[src/rtl/ederah_feeder_pkg.sv]
// Shared types and constants for the engine input stream feeder.
package ederah_feeder_pkg;

  localparam int unsigned C_HASH_W = 32;
  localparam int unsigned C_LEN_W  = 32;

  localparam logic TTYPE_NFA = 1'b0;
  localparam logic TTYPE_QRY = 1'b1;

  typedef enum logic [1:0] {
    ST_IDLE     = 2'd0,
    ST_SEND_NFA = 2'd1,
    ST_SEND_QRY = 2'd2,
    ST_DRAIN    = 2'd3
  } feeder_state_t;

  typedef struct packed {
    logic [C_HASH_W-1:0] hash;
    logic [C_LEN_W-1:0]  nfa_len;
    logic [C_LEN_W-1:0]  qry_len;
    logic                force_nfa;
  } cmd_t;

endpackage

[src/rtl/ederah_axis_skid.sv]
// Two-entry register slice for {tdata, tlast, ttype}; ready to the source is a pure register.
module ederah_axis_skid
  import ederah_feeder_pkg::*;
#(
  parameter int unsigned G_DATA_W = 512
) (
  input  logic                clk_i,
  input  logic                rst_i,
  input  logic                s_valid_i,
  output logic                s_ready_o,
  input  logic [G_DATA_W-1:0] s_data_i,
  input  logic                s_last_i,
  input  logic                s_type_i,
  output logic                m_valid_o,
  input  logic                m_ready_i,
  output logic [G_DATA_W-1:0] m_data_o,
  output logic                m_last_o,
  output logic                m_type_o
);

  localparam int unsigned C_PAY_W = G_DATA_W + 2;
  localparam logic [C_PAY_W-1:0] C_PAY_RST = {{G_DATA_W{1'b0}}, 1'b0, TTYPE_QRY};

  logic [C_PAY_W-1:0] r_main;
  logic [C_PAY_W-1:0] r_skid;
  logic               r_main_vld;
  logic               r_skid_vld;
  logic [C_PAY_W-1:0] w_in;

  assign w_in = {s_data_i, s_last_i, s_type_i};

  // The skid entry is only ever occupied behind a stalled main entry.
  always_ff @(posedge clk_i) begin
    if (rst_i) begin
      r_main     <= C_PAY_RST;
      r_skid     <= '0;
      r_main_vld <= 1'b0;
      r_skid_vld <= 1'b0;
    end else if (r_skid_vld) begin
      if (m_ready_i) begin
        r_main     <= r_skid;
        r_skid_vld <= 1'b0;
      end
    end else if (!r_main_vld || m_ready_i) begin
      r_main_vld <= s_valid_i;
      if (s_valid_i) r_main <= w_in;
    end else if (s_valid_i) begin
      r_skid     <= w_in;
      r_skid_vld <= 1'b1;
    end
  end

  assign s_ready_o = ~r_skid_vld;
  assign m_valid_o = r_main_vld;
  assign {m_data_o, m_last_o, m_type_o} = r_main;

endmodule

[src/rtl/ederah_stream_feeder.sv]
// Job-driven NFA/query packet feeder onto the engine input stream.
// Optional FEEDER_STATS_EN adds saturating beat and stall counters.
module ederah_stream_feeder
  import ederah_feeder_pkg::*;
#(
  parameter int unsigned G_DATA_BUS_WIDTH = 512,
  parameter int unsigned G_LEN_WIDTH      = 32
) (
  input  logic                        clk_i,
  input  logic                        rst_i,
  input  logic                        cmd_valid_i,
  output logic                        cmd_ready_o,
  input  logic [31:0]                 cmd_nfa_hash_i,
  input  logic [G_LEN_WIDTH-1:0]      cmd_nfa_len_i,
  input  logic [G_LEN_WIDTH-1:0]      cmd_qry_len_i,
  input  logic                        cmd_force_i,
  input  logic [G_DATA_BUS_WIDTH-1:0] nfa_data_i,
  input  logic                        nfa_valid_i,
  output logic                        nfa_ready_o,
  input  logic [G_DATA_BUS_WIDTH-1:0] qry_data_i,
  input  logic                        qry_valid_i,
  output logic                        qry_ready_o,
  output logic [G_DATA_BUS_WIDTH-1:0] m_tdata_o,
  output logic                        m_tvalid_o,
  input  logic                        m_tready_i,
  output logic                        m_tlast_o,
  output logic                        m_ttype_o,
  output logic                        busy_o,
  output logic                        done_o
`ifdef FEEDER_STATS_EN
  ,
  output logic [31:0]                 stat_nfa_beats_o,
  output logic [31:0]                 stat_qry_beats_o,
  output logic [31:0]                 stat_stall_o
`endif
);

  localparam int unsigned C_CNT_W = G_LEN_WIDTH + 1;

  feeder_state_t          r_state;
  feeder_state_t          w_state_nxt;
  logic [G_LEN_WIDTH-1:0] r_cnt;
  logic [G_LEN_WIDTH-1:0] r_nfa_len;
  logic [G_LEN_WIDTH-1:0] r_qry_len;
  logic [C_HASH_W-1:0]    r_hash;
  logic                   r_hash_vld;

  cmd_t                        w_cmd;
  logic                        w_cmd_hs;
  logic                        w_send_nfa;
  logic                        w_skid_ready;
  logic                        w_nfa_hs;
  logic                        w_qry_hs;
  logic                        w_nfa_last;
  logic                        w_qry_last;
  logic                        w_drain_done;
  logic                        w_s_valid;
  logic [G_DATA_BUS_WIDTH-1:0] w_s_data;
  logic                        w_s_type;
  logic [G_DATA_BUS_WIDTH-1:0] w_m_data;
  logic                        w_m_valid;
  logic                        w_m_last;
  logic                        w_m_type;
  logic                        w_m_hs;

  always_comb begin
    w_cmd           = '0;
    w_cmd.hash      = cmd_nfa_hash_i;
    w_cmd.nfa_len   = C_LEN_W'(cmd_nfa_len_i);
    w_cmd.qry_len   = C_LEN_W'(cmd_qry_len_i);
    w_cmd.force_nfa = cmd_force_i;
  end

  assign w_cmd_hs   = cmd_valid_i & (r_state == ST_IDLE);
  assign w_send_nfa = (w_cmd.nfa_len != '0) &
                      (w_cmd.force_nfa | ~r_hash_vld | (w_cmd.hash != r_hash));

  assign nfa_ready_o = (r_state == ST_SEND_NFA) & w_skid_ready;
  assign qry_ready_o = (r_state == ST_SEND_QRY) & (r_qry_len != '0) & w_skid_ready;
  assign w_nfa_hs    = nfa_valid_i & nfa_ready_o;
  assign w_qry_hs    = qry_valid_i & qry_ready_o;

  // Terminal index in one extra bit so a zero length cannot alias a real count.
  assign w_nfa_last = w_nfa_hs &
                      ({1'b0, r_cnt} == ({1'b0, r_nfa_len} - C_CNT_W'(1)));
  assign w_qry_last = w_qry_hs &
                      ({1'b0, r_cnt} == ({1'b0, r_qry_len} - C_CNT_W'(1)));

  assign w_m_hs       = w_m_valid & m_tready_i;
  assign w_drain_done = ~w_m_valid | (w_m_hs & w_m_last & (w_m_type == TTYPE_QRY));

  always_comb begin
    w_state_nxt = r_state;
    case (r_state)
      ST_IDLE:     if (w_cmd_hs) w_state_nxt = w_send_nfa ? ST_SEND_NFA : ST_SEND_QRY;
      ST_SEND_NFA: if (w_nfa_last) w_state_nxt = ST_SEND_QRY;
      ST_SEND_QRY: if ((r_qry_len == '0) || w_qry_last) w_state_nxt = ST_DRAIN;
      ST_DRAIN:    if (w_drain_done) w_state_nxt = ST_IDLE;
      default:     w_state_nxt = ST_IDLE;
    endcase
  end

  always_ff @(posedge clk_i) begin
    if (rst_i) r_state <= ST_IDLE;
    else       r_state <= w_state_nxt;
  end

  // Beat counter restarts on every phase change; lengths and hash latch on the command.
  always_ff @(posedge clk_i) begin
    if (rst_i) begin
      r_cnt      <= '0;
      r_nfa_len  <= '0;
      r_qry_len  <= '0;
      r_hash     <= '0;
      r_hash_vld <= 1'b0;
    end else begin
      if (w_state_nxt != r_state)  r_cnt <= '0;
      else if (w_nfa_hs | w_qry_hs) r_cnt <= r_cnt + G_LEN_WIDTH'(1);
      if (w_cmd_hs) begin
        r_nfa_len <= w_cmd.nfa_len[G_LEN_WIDTH-1:0];
        r_qry_len <= w_cmd.qry_len[G_LEN_WIDTH-1:0];
        if (w_send_nfa) begin
          r_hash     <= w_cmd.hash;
          r_hash_vld <= 1'b1;
        end
      end
    end
  end

  assign w_s_valid = w_nfa_hs | w_qry_hs;
  assign w_s_data  = (r_state == ST_SEND_NFA) ? nfa_data_i : qry_data_i;
  assign w_s_type  = (r_state == ST_SEND_NFA) ? TTYPE_NFA : TTYPE_QRY;

  ederah_axis_skid #(
    .G_DATA_W (G_DATA_BUS_WIDTH)
  ) u_skid (
    .clk_i     (clk_i),
    .rst_i     (rst_i),
    .s_valid_i (w_s_valid),
    .s_ready_o (w_skid_ready),
    .s_data_i  (w_s_data),
    .s_last_i  (w_nfa_last | w_qry_last),
    .s_type_i  (w_s_type),
    .m_valid_o (w_m_valid),
    .m_ready_i (m_tready_i),
    .m_data_o  (w_m_data),
    .m_last_o  (w_m_last),
    .m_type_o  (w_m_type)
  );

  assign m_tdata_o   = w_m_data;
  assign m_tvalid_o  = w_m_valid;
  assign m_tlast_o   = w_m_last;
  assign m_ttype_o   = w_m_type;
  assign cmd_ready_o = (r_state == ST_IDLE);
  assign busy_o      = (r_state != ST_IDLE);
  assign done_o      = (r_state == ST_DRAIN) & w_drain_done;

`ifdef FEEDER_STATS_EN
  logic [31:0] r_stat_nfa;
  logic [31:0] r_stat_qry;
  logic [31:0] r_stat_stall;

  // Saturating counters of accepted output beats per type and of stalled cycles.
  always_ff @(posedge clk_i) begin
    if (rst_i) begin
      r_stat_nfa   <= '0;
      r_stat_qry   <= '0;
      r_stat_stall <= '0;
    end else begin
      if (w_m_hs && (w_m_type == TTYPE_NFA) && (r_stat_nfa != '1))
        r_stat_nfa <= r_stat_nfa + 32'd1;
      if (w_m_hs && (w_m_type == TTYPE_QRY) && (r_stat_qry != '1))
        r_stat_qry <= r_stat_qry + 32'd1;
      if (w_m_valid && !m_tready_i && (r_stat_stall != '1))
        r_stat_stall <= r_stat_stall + 32'd1;
    end
  end

  assign stat_nfa_beats_o = r_stat_nfa;
  assign stat_qry_beats_o = r_stat_qry;
  assign stat_stall_o     = r_stat_stall;
`endif

endmodule

[config.mk]
export PLATFORM = sky130hd
export DESIGN_NAME = ederah_stream_feeder
export DESIGN_NICKNAME = d
export VERILOG_FILES = /design/src/rtl/ederah_feeder_pkg.sv /design/src/rtl/ederah_axis_skid.sv /design/src/rtl/ederah_stream_feeder.sv
export SDC_FILE = /design/constraint.sdc
export NUM_CORES = 2
export LEC_CHECK = 0
export CAP_MARGIN = 20
export CORE_AREA = 2 2 633 635
export CTS_CLUSTER_SIZE = 24
export DETAILED_ROUTE_END_ITERATION = 12
export DIE_AREA = 0 0 635 637
export DONT_BUFFER_PORTS = 1
export PLACE_DENSITY = 0.35
export SYNTH_ARGS = -nofsm -noshare
export SYNTH_HDL_FRONTEND = slang
export SYNTH_HIERARCHICAL = 1
export SYNTH_SLANG_ARGS = --single-unit
export TNS_END_PERCENT = 20
[constraint.sdc]
create_clock -name clk_i -period 8.6 [get_ports clk_i]
set_clock_uncertainty 0.05 [all_clocks]
set_input_delay 1.29 -clock clk_i [delete_from_list [all_inputs] [get_ports clk_i]]
set_output_delay 1.29 -clock clk_i [all_outputs]
set_load 0.005 [all_outputs]
==> metrics.yaml <==
nNetsFinal: 7970
crit_type: "flip-flop to flip-flop"
power.share.sequential: 0.391
period_needed_ns: 5.82
peakVddDrop_uv: 143
die_w_um: 635
clkPwrFrac: 0.451
cp_data_required_time_ns: 9.19
reg2reg_setup_slack_ns: 2.78
rsz0062_at_grt: "no"
fill_cells: 44816
critPathMaxFanout: 148
clk_pin_slew_ns: 0.06
reg2reg_from: "r_qry_len[22]$_SDFFE_PP0P_"
final_antenna_net_count: 0
io_buffers: 0
cts_num_sinks: 1161
cts_inserted_buffers: 158
path_cells: "or4_1 -> or4_1 -> nor4_1 -> o21a_1 -> nor2_1 -> or2_4 -> buf_12 -> buf_4 -> buf_4 -> a21oi_1 -> a211oi_2"
ctsHoldBuffers: 0
hold_depth: 2
worstRegToRegCells: 11
holdPathEnd: "u_skid/r_skid[30]$_SDFFE_PP0P_"
power_switching_mw: 4.95
p_per_area_mw_per_mm2: 228
grt_max_degree: 220
overflow: 0
grt_usage: 0.168
multiInputGateArea_sq_mm: 0.0311
status: "complete, no violations"
drive_gt1_frac: 0.118
avgViaCountPerCell: 4.25
avgSynthCellArea_sq_um: 7.91
seqCellArea_sq_mm: 0.0232
io_pins: 1647
cts_max_path_buffers: 4
die_h_um: 637
post_cts_buffers: 0
yosysTopAreaCell: "dfxtp_1"
drc: 0
vias: 52197
max_freq_mhz: 172
max_cap_viol_count: 0
place_congestion: 1.08
worst_slack_ns: 2.78
ys_seq_area_frac: 0.406
fin_util: 0.170
r2r-end: "u_skid/r_main[244]$_SDFFE_PP0P_"
first_pass_iters: 6
grt_pass1_vias: 49853
cts_tree: "built"
ys_top_cells_by_area: "dfxtp_1 41%, nand2_1 18%, a211oi_2 10%, a21oi_1 9.6%, mux2i_1 9.6%"
synth_edf_count: 0
synthToLayoutAreaGrowth_pct: 18.0
antenna_found_initial: 149
crit_arrival_ns: 6.41
setup-tns-final_ns: 0
final_area_sq_mm: 0.0675
finalSetupViolCount: 0
synth_most_common_cell: "nand2_1"
cts_root_buffer: "clkbuf_16"
dp_hpwl_um: 274000
cts_htree_levels: 4
syn_nets: 8366
switching_share: 0.321
drtIter0Drc: 3870
yosys-top-cells-count: "2736 x nand2_1, 1161 x dfxtp_1, 1104 x a21oi_1"
post-synth-top-area-fraction: 0.406
cts_resized: 0
synth_ff_type: "dfxtp_1"
wl_per_cell_um: 29.1
synth.distinct_cells: 66
p_leak_nw: 22.0
slowest_delay_ns: 0.80
startpoint_type: "flip-flop"
syn_inst: 7235
ys_ff_latch: 1161
combinationalPowerShare: 0.158
crit_buf_inv: 3
hold_path_class: "flip-flop to flip-flop"
yosysWarnings: 6
worstHoldStart: "u_skid/r_skid[30]$_SDFFE_PP0P_"
power.internal_mw: 10.5
async_flop_share: 0
crit_start: "r_qry_len[22]$_SDFFE_PP0P_"
cp-end-kind: "flip-flop"
grt_first_pass_wirelength_um: 470000
insertion_delay_ns: 0.88
die_area_sq_mm: 0.404
synth_area_sq_mm: 0.0573
coreArea_sq_mm: 0.398
wl_um: 357000
place_ws_ns: 3.00
placed_area_sq_mm: 0.0620
drv_slew: 0
cp_top_family: "simple AND/OR/NAND/NOR gates"
tightestPinTransition_ns: 1.40
max_slew_margin: 0.0637
rows: 232
timing_hold_violations_final: 0
critical_path.slowest_cell: "nor4_1"
finalCritPeriodShare: 0.677
start_util: 0.144
==> layer usage <==
metal  track usage  up-vias  wire, um
li1              -    23825         -
met1         0.201    25859    147000
met2         0.280     1974    170000
met3        0.0507      483     27800
met4        0.0620       56     12900
met5             0        -       345
==> cells by family after synthesis <==
| logic type | after synthesis | synth area share |
|---|---|---|
| simple gates | 3039 | 0.210 |
| flops | 1161 | 0.406 |
| mux | 552 | 0.0965 |
| buf+inv | 653 | 0.0522 |
| compound gates | 1683 | 0.213 |
| fa+ha+maj | 4 | 0.000874 |
| xor+xnor | 143 | 0.0221 |
==> flip-flops by register name, indices dropped and copies added, names as in the netlist <==
name	flops
u_skid/r_skid_vld	1
r_state	2
r_nfa_len	32
r_cnt	32
r_qry_len	32
r_hash_vld	1
u_skid/r_skid	514
u_skid/r_main	514
r_hash	32
u_skid/m_valid_o	1
==> power groups by stage <==
stage	clock network, mW	registers, mW	logic [mW]
after floorplan	0	5.90	1.62
after global placement	0	6.15	2.43
after detailed placement	0	6.15	2.47
after CTS	7.20	6.03	2.48
after global routing	7.38	6.04	2.65
final	6.95	6.03	2.44
==> worst reg2reg max path, stage by stage (launching register included) <==
cell,delay [ns]
dfxtp_1,0.39
or4_1,0.61
or4_1,0.55
nor4_1,0.80
o21a_1,0.25
nor2_1,0.17
or2_4,0.46
buf_12,0.27
buf_4,1.17
buf_4,0.53
a21oi_1,0.29
a211oi_2,0.07
==> area by class of cell <==
type | count | share of cell area
multi-input combinational | 5421 | 0.460
sequential | 1161 | 0.344
tap | 5265 | 0.0975
clock buffer | 228 | 0.0692
timing repair buffer | 81 | 0.0151
clock inverter | 52 | 0.0102
antenna | 65 | 0.00241
inverter | 16 | 0.00100
==> worst max path at each step <==
| stage | end | slack, ns | cells past startpoint |
|---|---|---|---|
| floorplan | r_cnt[10]$_SDFFE_PP0P_ | 5.13 | 12 |
| global placement | u_skid/r_main[279]$_SDFFE_PP0P_ | 3.08 | 9 |
| detailed placement | u_skid/r_main[239]$_SDFFE_PP0P_ | 3.00 | 9 |
| CTS | u_skid/r_main[249]$_SDFFE_PP0P_ | 3.02 | 13 |
| global route | u_skid/r_main[262]$_SDFFE_PP0P_ | 2.70 | 13 |
| finish | u_skid/r_main[244]$_SDFFE_PP0P_ | 2.78 | 11 |
==> placed cells by master (no fill, tap or decap), types with 22 or more instances in the layout <==
master | synthesis | final
nor4_1 | 40 | 39
nand4_1 | 34 | 34
nand3_1 | 22 | 22
diode_2 | 0 | 65
nand2_1 | 2736 | 2734
nor3_1 | 52 | 51
clkbuf_8 | 0 | 37
clkbuf_16 | 0 | 162
mux2i_1 | 552 | 552
a211oi_2 | 460 | 460
a211oi_1 | 56 | 56
a21oi_1 | 1104 | 1104
dfxtp_1 | 1161 | 1160
buf_4 | 6 | 54
xor2_1 | 61 | 61
xnor2_1 | 81 | 81
clkbuf_1 | 456 | 29
clkinv_2 | 0 | 22
nor2_1 | 71 | 71
==> through the flow <==
| step | hold WS, ns | cells | power (mW) |
|---|---|---|---|
| 2_1_floorplan | 0.382 | 7235 | 7.52 |
| 3_3_place_gp | 0.385 | 11941 | 8.58 |
| 3_5_place_dp | 0.391 | 11944 | 8.62 |
| 4_1_cts | 0.299 | 12224 | 15.7 |
| 5_1_grt | 0.364 | 12274 | 16.1 |
| 6_report | 0.402 | 12289 | 15.4 |
No activity file was read; power rests on OpenSTA's default activity.
